**src/rtl/loop_track.sv**
```systemverilog
// rtl/loop_track.sv - loop-counter frame receiver: recovers in-frame index, counts frames, flags framing errors

module loop_track #(
    parameter int    DATA_W = 8,
    parameter int    FRM_W  = 16,
    parameter string MODE   = "strict"
) (
    input  logic              clk,
    input  logic              rst,
    input  logic [DATA_W-1:0] lim,
    input  logic              clr,
    input  logic              in_valid,
    input  logic              in_last,
    output logic [DATA_W-1:0] idx,
    output logic              idx_valid,
    output logic              frm_done,
    output logic [FRM_W-1:0]  frm_cnt,
    output logic              err_early,
    output logic              err_late,
    output logic              err_sticky,
    output logic              busy
);

    localparam bit                RESYNC   = (MODE == "resync");
    localparam logic [DATA_W-1:0] POS_ONE  = 1;
    localparam logic [FRM_W-1:0]  FRM_ONE  = 1;

    typedef enum logic {RUN, SYNC} state_t;

    state_t            state;
    logic [DATA_W-1:0] pos;
    logic [DATA_W-1:0] lim_q;
    logic [DATA_W-1:0] l_cur;

    // The first beat of a frame must be judged against the limit it latches.
    assign l_cur = (pos == '0) ? lim : lim_q;
    assign busy  = (pos != '0) || (state == SYNC);

    always_ff @(posedge clk) begin
        if (rst || clr) begin
            state      <= RUN;
            pos        <= '0;
            lim_q      <= '0;
            idx        <= '0;
            idx_valid  <= 1'b0;
            frm_done   <= 1'b0;
            frm_cnt    <= '0;
            err_early  <= 1'b0;
            err_late   <= 1'b0;
            err_sticky <= 1'b0;
        end else begin
            idx_valid <= 1'b0;
            frm_done  <= 1'b0;
            err_early <= 1'b0;
            err_late  <= 1'b0;
            if (in_valid) begin
                if (state == RUN) begin
                    idx       <= pos;
                    idx_valid <= 1'b1;
                    if (pos == '0) begin
                        lim_q <= lim;
                    end
                    if (pos < l_cur) begin
                        if (in_last) begin
                            err_early  <= 1'b1;
                            err_sticky <= 1'b1;
                            pos        <= '0;
                        end else begin
                            pos <= pos + POS_ONE;
                        end
                    end else begin
                        pos <= '0;
                        if (in_last) begin
                            frm_done <= 1'b1;
                            frm_cnt  <= frm_cnt + FRM_ONE;
                        end else begin
                            err_late   <= 1'b1;
                            err_sticky <= 1'b1;
                            if (RESYNC) begin
                                state <= SYNC;
                            end
                        end
                    end
                end else if (in_last) begin
                    // Dropped beats until the upstream frame boundary; restart at index 0.
                    state <= RUN;
                end
            end
        end
    end

endmodule

```
**config.mk**
```make
export PLATFORM = sky130hd
export DESIGN_NAME = loop_track
export DESIGN_NICKNAME = d
export VERILOG_FILES = /design/src/rtl/loop_track.sv
export SDC_FILE = /design/constraint.sdc
export NUM_CORES = 1
export LEC_CHECK = 0
export ABC_AREA = 1
export ABC_CLOCK_PERIOD_IN_PS = 5100
export BUFFER_PORTS_ARGS = -buffer_cell sky130_fd_sc_hd__buf_4
export CAP_MARGIN = 10
export CORE_MARGIN = 5
export CORE_UTILIZATION = 25
export CTS_BUF_LIST = sky130_fd_sc_hd__clkbuf_4
export DETAILED_ROUTE_END_ITERATION = 10
export GPL_ROUTABILITY_DRIVEN = 0
export GPL_TIMING_DRIVEN = 0
export HOLD_SLACK_MARGIN = 0.12
export MAX_ROUTING_LAYER = met4
export PLACE_DENSITY_LB_ADDON = 0.15
export SYNTH_ARGS = -nofsm -noshare
export SYNTH_HDL_FRONTEND = slang
export SYNTH_SLANG_ARGS = --single-unit
```
**constraint.sdc**
```tcl
create_clock -name clk -period 5.1 [get_ports clk]
set_clock_uncertainty 0.2 [all_clocks]
set_input_delay 0.255 -clock clk [delete_from_list [all_inputs] [get_ports clk]]
set_output_delay 0.255 -clock clk [all_outputs]
set_load 0.005 [all_outputs]
```
**Word level (Yosys, flattened, before mapping)**

Cells that the tools add are included.

- $add $sub $neg: 2
- Magnitude comparators: 1
- Eq/ne operators: 2
- Multiplexer cells: 10
- Bitwise operators: 3
- Reduce and logical (&&, ||, !) cells: 10

Operators by type and width:

| operator | count |
|---|---|
| $mux 8 | 3 |
| $add 16x1->16 const B | 1 |
| $add 8x1->8 const B | 1 |
| $logic_not 8->1 | 1 |
| $lt 8x8->1 | 1 |
| $reduce_and 4->1 | 2 |
| $reduce_bool 8->1 | 1 |
| $reduce_or 4->1 | 2 |
| $mux 1 | 7 |
| $not 1->1 | 3 |
| $logic_or 1x1->1 | 2 |
| $ne 2x1->1 const B | 1 |
| $ne 2x2->1 const B | 1 |
| $reduce_and 2->1 | 1 |
| $reduce_or 2->1 | 1 |

- Flip-flop bits (word level): 46
- Input port bits: 13
- Logic and storage cells: 38

**Depth between registers and ports, before layout**

- Depth after elaboration: 5
- Mapped depth: 20
- Mapped depth without buffers: 19

**Worst setup path after synthesis**

Ideal clock, no wire load.

- Path type: reg-to-reg
- Start point: reg pos[1]
- End point: reg frm_cnt[2]
- Setup time: 70 ps
- Arrival time: 2474 ps
- Required time: 4830 ps
- Setup slack: 2355 ps
- Cell stages (with the launch flop): 18
- Period minus slack after synthesis: 2745 ps
- Cell sequence: dfxtp_1 -> inv_1 -> ha_1 -> nand2_1 -> nor2_4 -> nand2_4 -> inv_1 -> o21ai_0 -> inv_1 -> ha_1 -> a21oi_1 -> nor2_1 -> a211oi_1 -> nand2_4 -> nand3_4 -> buf_12 -> nand2_2 -> a21oi_2

- Longest elaborated chain between the ends: 5

Ends and longest elaborated chain:

| item | RTL line | text |
|---|---|---|
| from (decl) | 31 | `logic [DATA_W-1:0] pos;` |
| from (signal assigned) | 69 | `pos <= pos + POS_ONE;` |
| $logic_not 8->1 | 36 | `assign l_cur = (pos == '0) ? lim : lim_q;` |
| $mux 8 | - |  |
| $lt 8x8->1 * | 63 | `if (pos < l_cur) begin` |
| $not 1->1 (no source line) * | - |  |
| $reduce_and 4->1 (no source line) * | - |  |
| to (signal assigned) | 75 | `frm_cnt <= frm_cnt + FRM_ONE;` |
| to (decl) | 17 | `output logic [FRM_W-1:0] frm_cnt,` |

Mark *: on every way between the ends. The rest lies on a longest branch, timed or not.
A chain may end at the register's enable or synchronous reset.

**Worst setup path after layout**

- Start point: reg pos[1]
- End point: reg frm_cnt[4]

Same word-level chain as after synthesis.

==> results.yml <==
logic_synthesis:
  yosys.area_share.simple_pct: 27.0
  mappedNetlistNets: 335
  synth_compound_area_share_pct: 12.3
  post_synthesis_cell_count: 312
  syn_area_sq_um: 2460
  synth_cell_type_count: 33
  synth-seq-area-share_pct: 37.4
  multiplexer_share_of_the_synthesized_area_pct: 2.03
  synth-seq-cells: 46
  main_combinational_cell_family_by_area_after_synthesis: "simple AND/OR/NAND/NOR gates"
  synth_area_per_cell_sq_um: 7.89
  synthAdderAreaFrac_pct: 5.08
  ys_warn_count: 0
  synth-xor-area-share_pct: 7.11
timing:
  final_clock_period_utilization_by_the_worst_path_pct: 64.3
  finalWorstSetupSlack_ns: 1.82
  worst_pin_slew_ns: 0.702
  setup_tns_ns: 0
  finalSetupViolCount: 0
  grt_setup_unrepaired: "no"
  finalHoldViolCount: 0
  achievable-frequency_mhz: 305
  slew_viol_final: 0
  final_critical_path_required_period_ns: 3.28
  worst_slew_margin_rel_pct: 53.2
power:
  power_density_nw_per_um2: 210
  vdd.ir_drop.worst_mv: 0.0780
  power_leakage_nw: 1.28
drt:
  antenna_left: 0
  detailedRoute.firstPassIterationCount: 4
  finalWirelength_um: 6420
  dr.max_layer_used: "met4"
  post_drt_via_cell_ratio: 4.36
  wl_met1_um: 3240
  met3_wire_len_um: 296
  met2WireLength_um: 2790
  dr.first_iter.drc_count: 102
  route.vias.total: 2216
  drt-wirelength-per-cell_um: 12.6
  drcViolationCount: 0
grt:
  antenna_found_initial: 1
  grt_pass1_wl_um: 10400
  grt_max_degree: 15
  grt_pass1_vias: 2013
  track_usage_pct: 11.4
  overflow: 0
cts:
  root_buffer: "sky130_fd_sc_hd__clkbuf_4"
  tritoncts: "done"
  clock_latency_ns: 0.36
  numClockSinks: 46
  post_cts.repair.setup_buffers: 0
  clk_transition_reported_paths_ns: 0.14
  clock_tree.buffer_depth: 2
  clock_tree.htree_level_count: 2
  hold_buffers: 12
  cts_made_buffers: 5
  cts_resized: 0
critical_path:
  critPathCaptureType: "register"
  r2r_start: "pos[1]$_SDFFE_PP0P_"
  critical_path.max_fanout: 10
  cp_cell_sequence: "inv_1, ha_1, nand2_1, nor2_4, nand2_4, inv_1, o21ai_0, inv_1, ha_1, a21oi_1, nor2_1, a211oi_1, nand2_4, nand3_4, buf_12, nand2_2, a21oi_2"
  timing.critical_path.required_ns: 5.20
  cpMaxStageDelayCell: "sky130_fd_sc_hd__a211oi_1"
  reg2reg_setup_slack_ns: 1.82
  r2r_cells: 17
  setup.worst_path.end: "frm_cnt[4]$_SDFFE_PP0P_"
  critPathLaunchType: "register"
  timing.rr.end: "frm_cnt[4]$_SDFFE_PP0P_"
  cp_dominant_cell_by_count: "sky130_fd_sc_hd__inv_1"
  crit_start: "pos[1]$_SDFFE_PP0P_"
  timing.critical_path.arrival_ns: 3.38
  crit_type: "reg -> reg"
  worst_path_largest_cell_delay_ns: 0.44
job:
  drv_cap: 0
finish:
  layout_commonest_cell: "sky130_fd_sc_hd__nand2_1"
  filler_cell_count_in_the_final_layout: 1047
  layout.core_utilization_pct: 32.5
  finalNetCount: 396
  register_area_sq_um: 921
  layout.cells.most_common_list: "sky130_fd_sc_hd__nand2_1, sky130_fd_sc_hd__dfxtp_1, sky130_fd_sc_hd__buf_4"
  area_growth_from_synthesis_to_layout_pct: 27.7
  multiInputGateArea_sq_um: 1320
  layout-drive-gt1-share_pct: 25.9
placed_design:
  detailedPlacementHpwl_um: 4820
  quantity_of_i_o_buffers_inserted_on_ports: 42
  place_ws_ns: 1.80
die:
  design.die.area_sq_um: 11900
  row_count: 36
  chipHeight_um: 109
  core_sq_um: 9680
  start_util_pct: 25.4
  die_x_um: 109
  i_o_pins: 43
outcome:
  status: "finished clean"
min_path:
  min-delay-path-class: "in -> reg"
-- layout make-up --
| cell class | instances | share of cell area [%] |
|---|---|---|
| Tap cell | 133 | 5.29 |
| Antenna cell | 1 | 0.0796 |
| Clock inverter | 3 | 1.27 |
| Inverter | 38 | 4.54 |
| Multi-Input combinational cell | 215 | 42.0 |
| Sequential cell | 46 | 29.3 |
| Timing Repair Buffer | 54 | 13.8 |
| Buffer | 13 | 2.51 |
| Clock buffer | 5 | 1.19 |
-- report_power, final --
part | switching, W | total, W | internal (W)
clock | 0.000124 | 0.000226 | 0.000102
combinational | 0.0000392 | 0.0000669 | 0.0000276
sequential | 0.00000236 | 0.000367 | 0.000365
-- routing by layer --
| layer | vias to the layer above | track usage, % |
|---|---|---|
| met5 | - | - |
| met3 | 7 | 1.66 |
| met4 | 0 | 3.74 |
| met2 | 48 | 16.5 |
| li1 | 1158 | - |
| met1 | 1003 | 16.3 |
-- critical path, delay by kind of cell, from the launching register on --
kind                     cells  cell delay, ns
AO/OA/AOI/OAI                4            0.94
flip-flops                   1            0.42
AND/OR/NAND/NOR              7            0.65
adder cells (fa/ha/maj)      2            0.51
buffers and inverters        4            0.48
-- cell usage after synthesis, drive strengths merged --
cell | count | share of area [%]
nor4 | 4 | 1.3
buf | 7 | 2.3
dfxtp | 46 | 37
xor2 | 14 | 5.0
nor3 | 7 | 1.6
a211oi | 1 | 0.30
xnor2 | 6 | 2.1
o21ai | 11 | 2.4
nor2 | 23 | 4.2
clkbuf | 6 | 0.91
a21oi | 31 | 7.8
inv | 38 | 5.8
ha | 10 | 5.1
nand2 | 68 | 12
nand3 | 11 | 2.9
nand4 | 18 | 4.6
o211ai | 6 | 1.8
mux2i | 5 | 2.0
-- metrics by stage --
step | hold WS (ns) | power (W) | instance area [sq um] | std cells
after floorplan | 0.247 | 0.000411 | 2460 | 312
after global placement | 0.248 | 0.000435 | 2940 | 487
after detailed placement | 0.254 | 0.000436 | 2940 | 487
after CTS | 0.177 | 0.000672 | 3140 | 507
after global routing | 0.223 | 0.000694 | 3140 | 508
final | 0.182 | 0.000660 | 3140 | 508
-- sequential cells by signal, indices dropped and copies added (netlist names) --
register / count
err_sticky: 1
frm_done: 1
idx_valid: 1
state: 1
frm_cnt: 16
idx: 8
lim_q: 8
pos: 8
err_late: 1
err_early: 1
-- cell families (layout without fill, tap and decap cells) --
group | Yosys count | count (layout)
buffers and inverters | 51 | 113
xor gates and xnor gates | 20 | 20
muxes | 5 | 5
AOI/OAI and AO/OA | 49 | 49
other | 0 | 1
adders and majority gates | 10 | 10
DFF | 46 | 46
and+or+nand+nor | 131 | 131
-- worst min path at each step --
stage	startpoint	cells past startpoint	endpoint	slack (ns)
after floorplan	err_sticky$_SDFFE_PP0P_	2	err_sticky$_SDFFE_PP0P_	0.25
after global placement	err_sticky$_SDFFE_PP0P_	2	err_sticky$_SDFFE_PP0P_	0.25
after detailed placement	err_sticky$_SDFFE_PP0P_	2	err_sticky$_SDFFE_PP0P_	0.25
after CTS	lim[0]	7	lim_q[0]$_SDFFE_PP0P_	0.18
after global routing	lim[0]	7	lim_q[0]$_SDFFE_PP0P_	0.22
final	lim[0]	7	lim_q[0]$_SDFFE_PP0P_	0.18
Note: power is estimated with default switching activity, not from simulation.
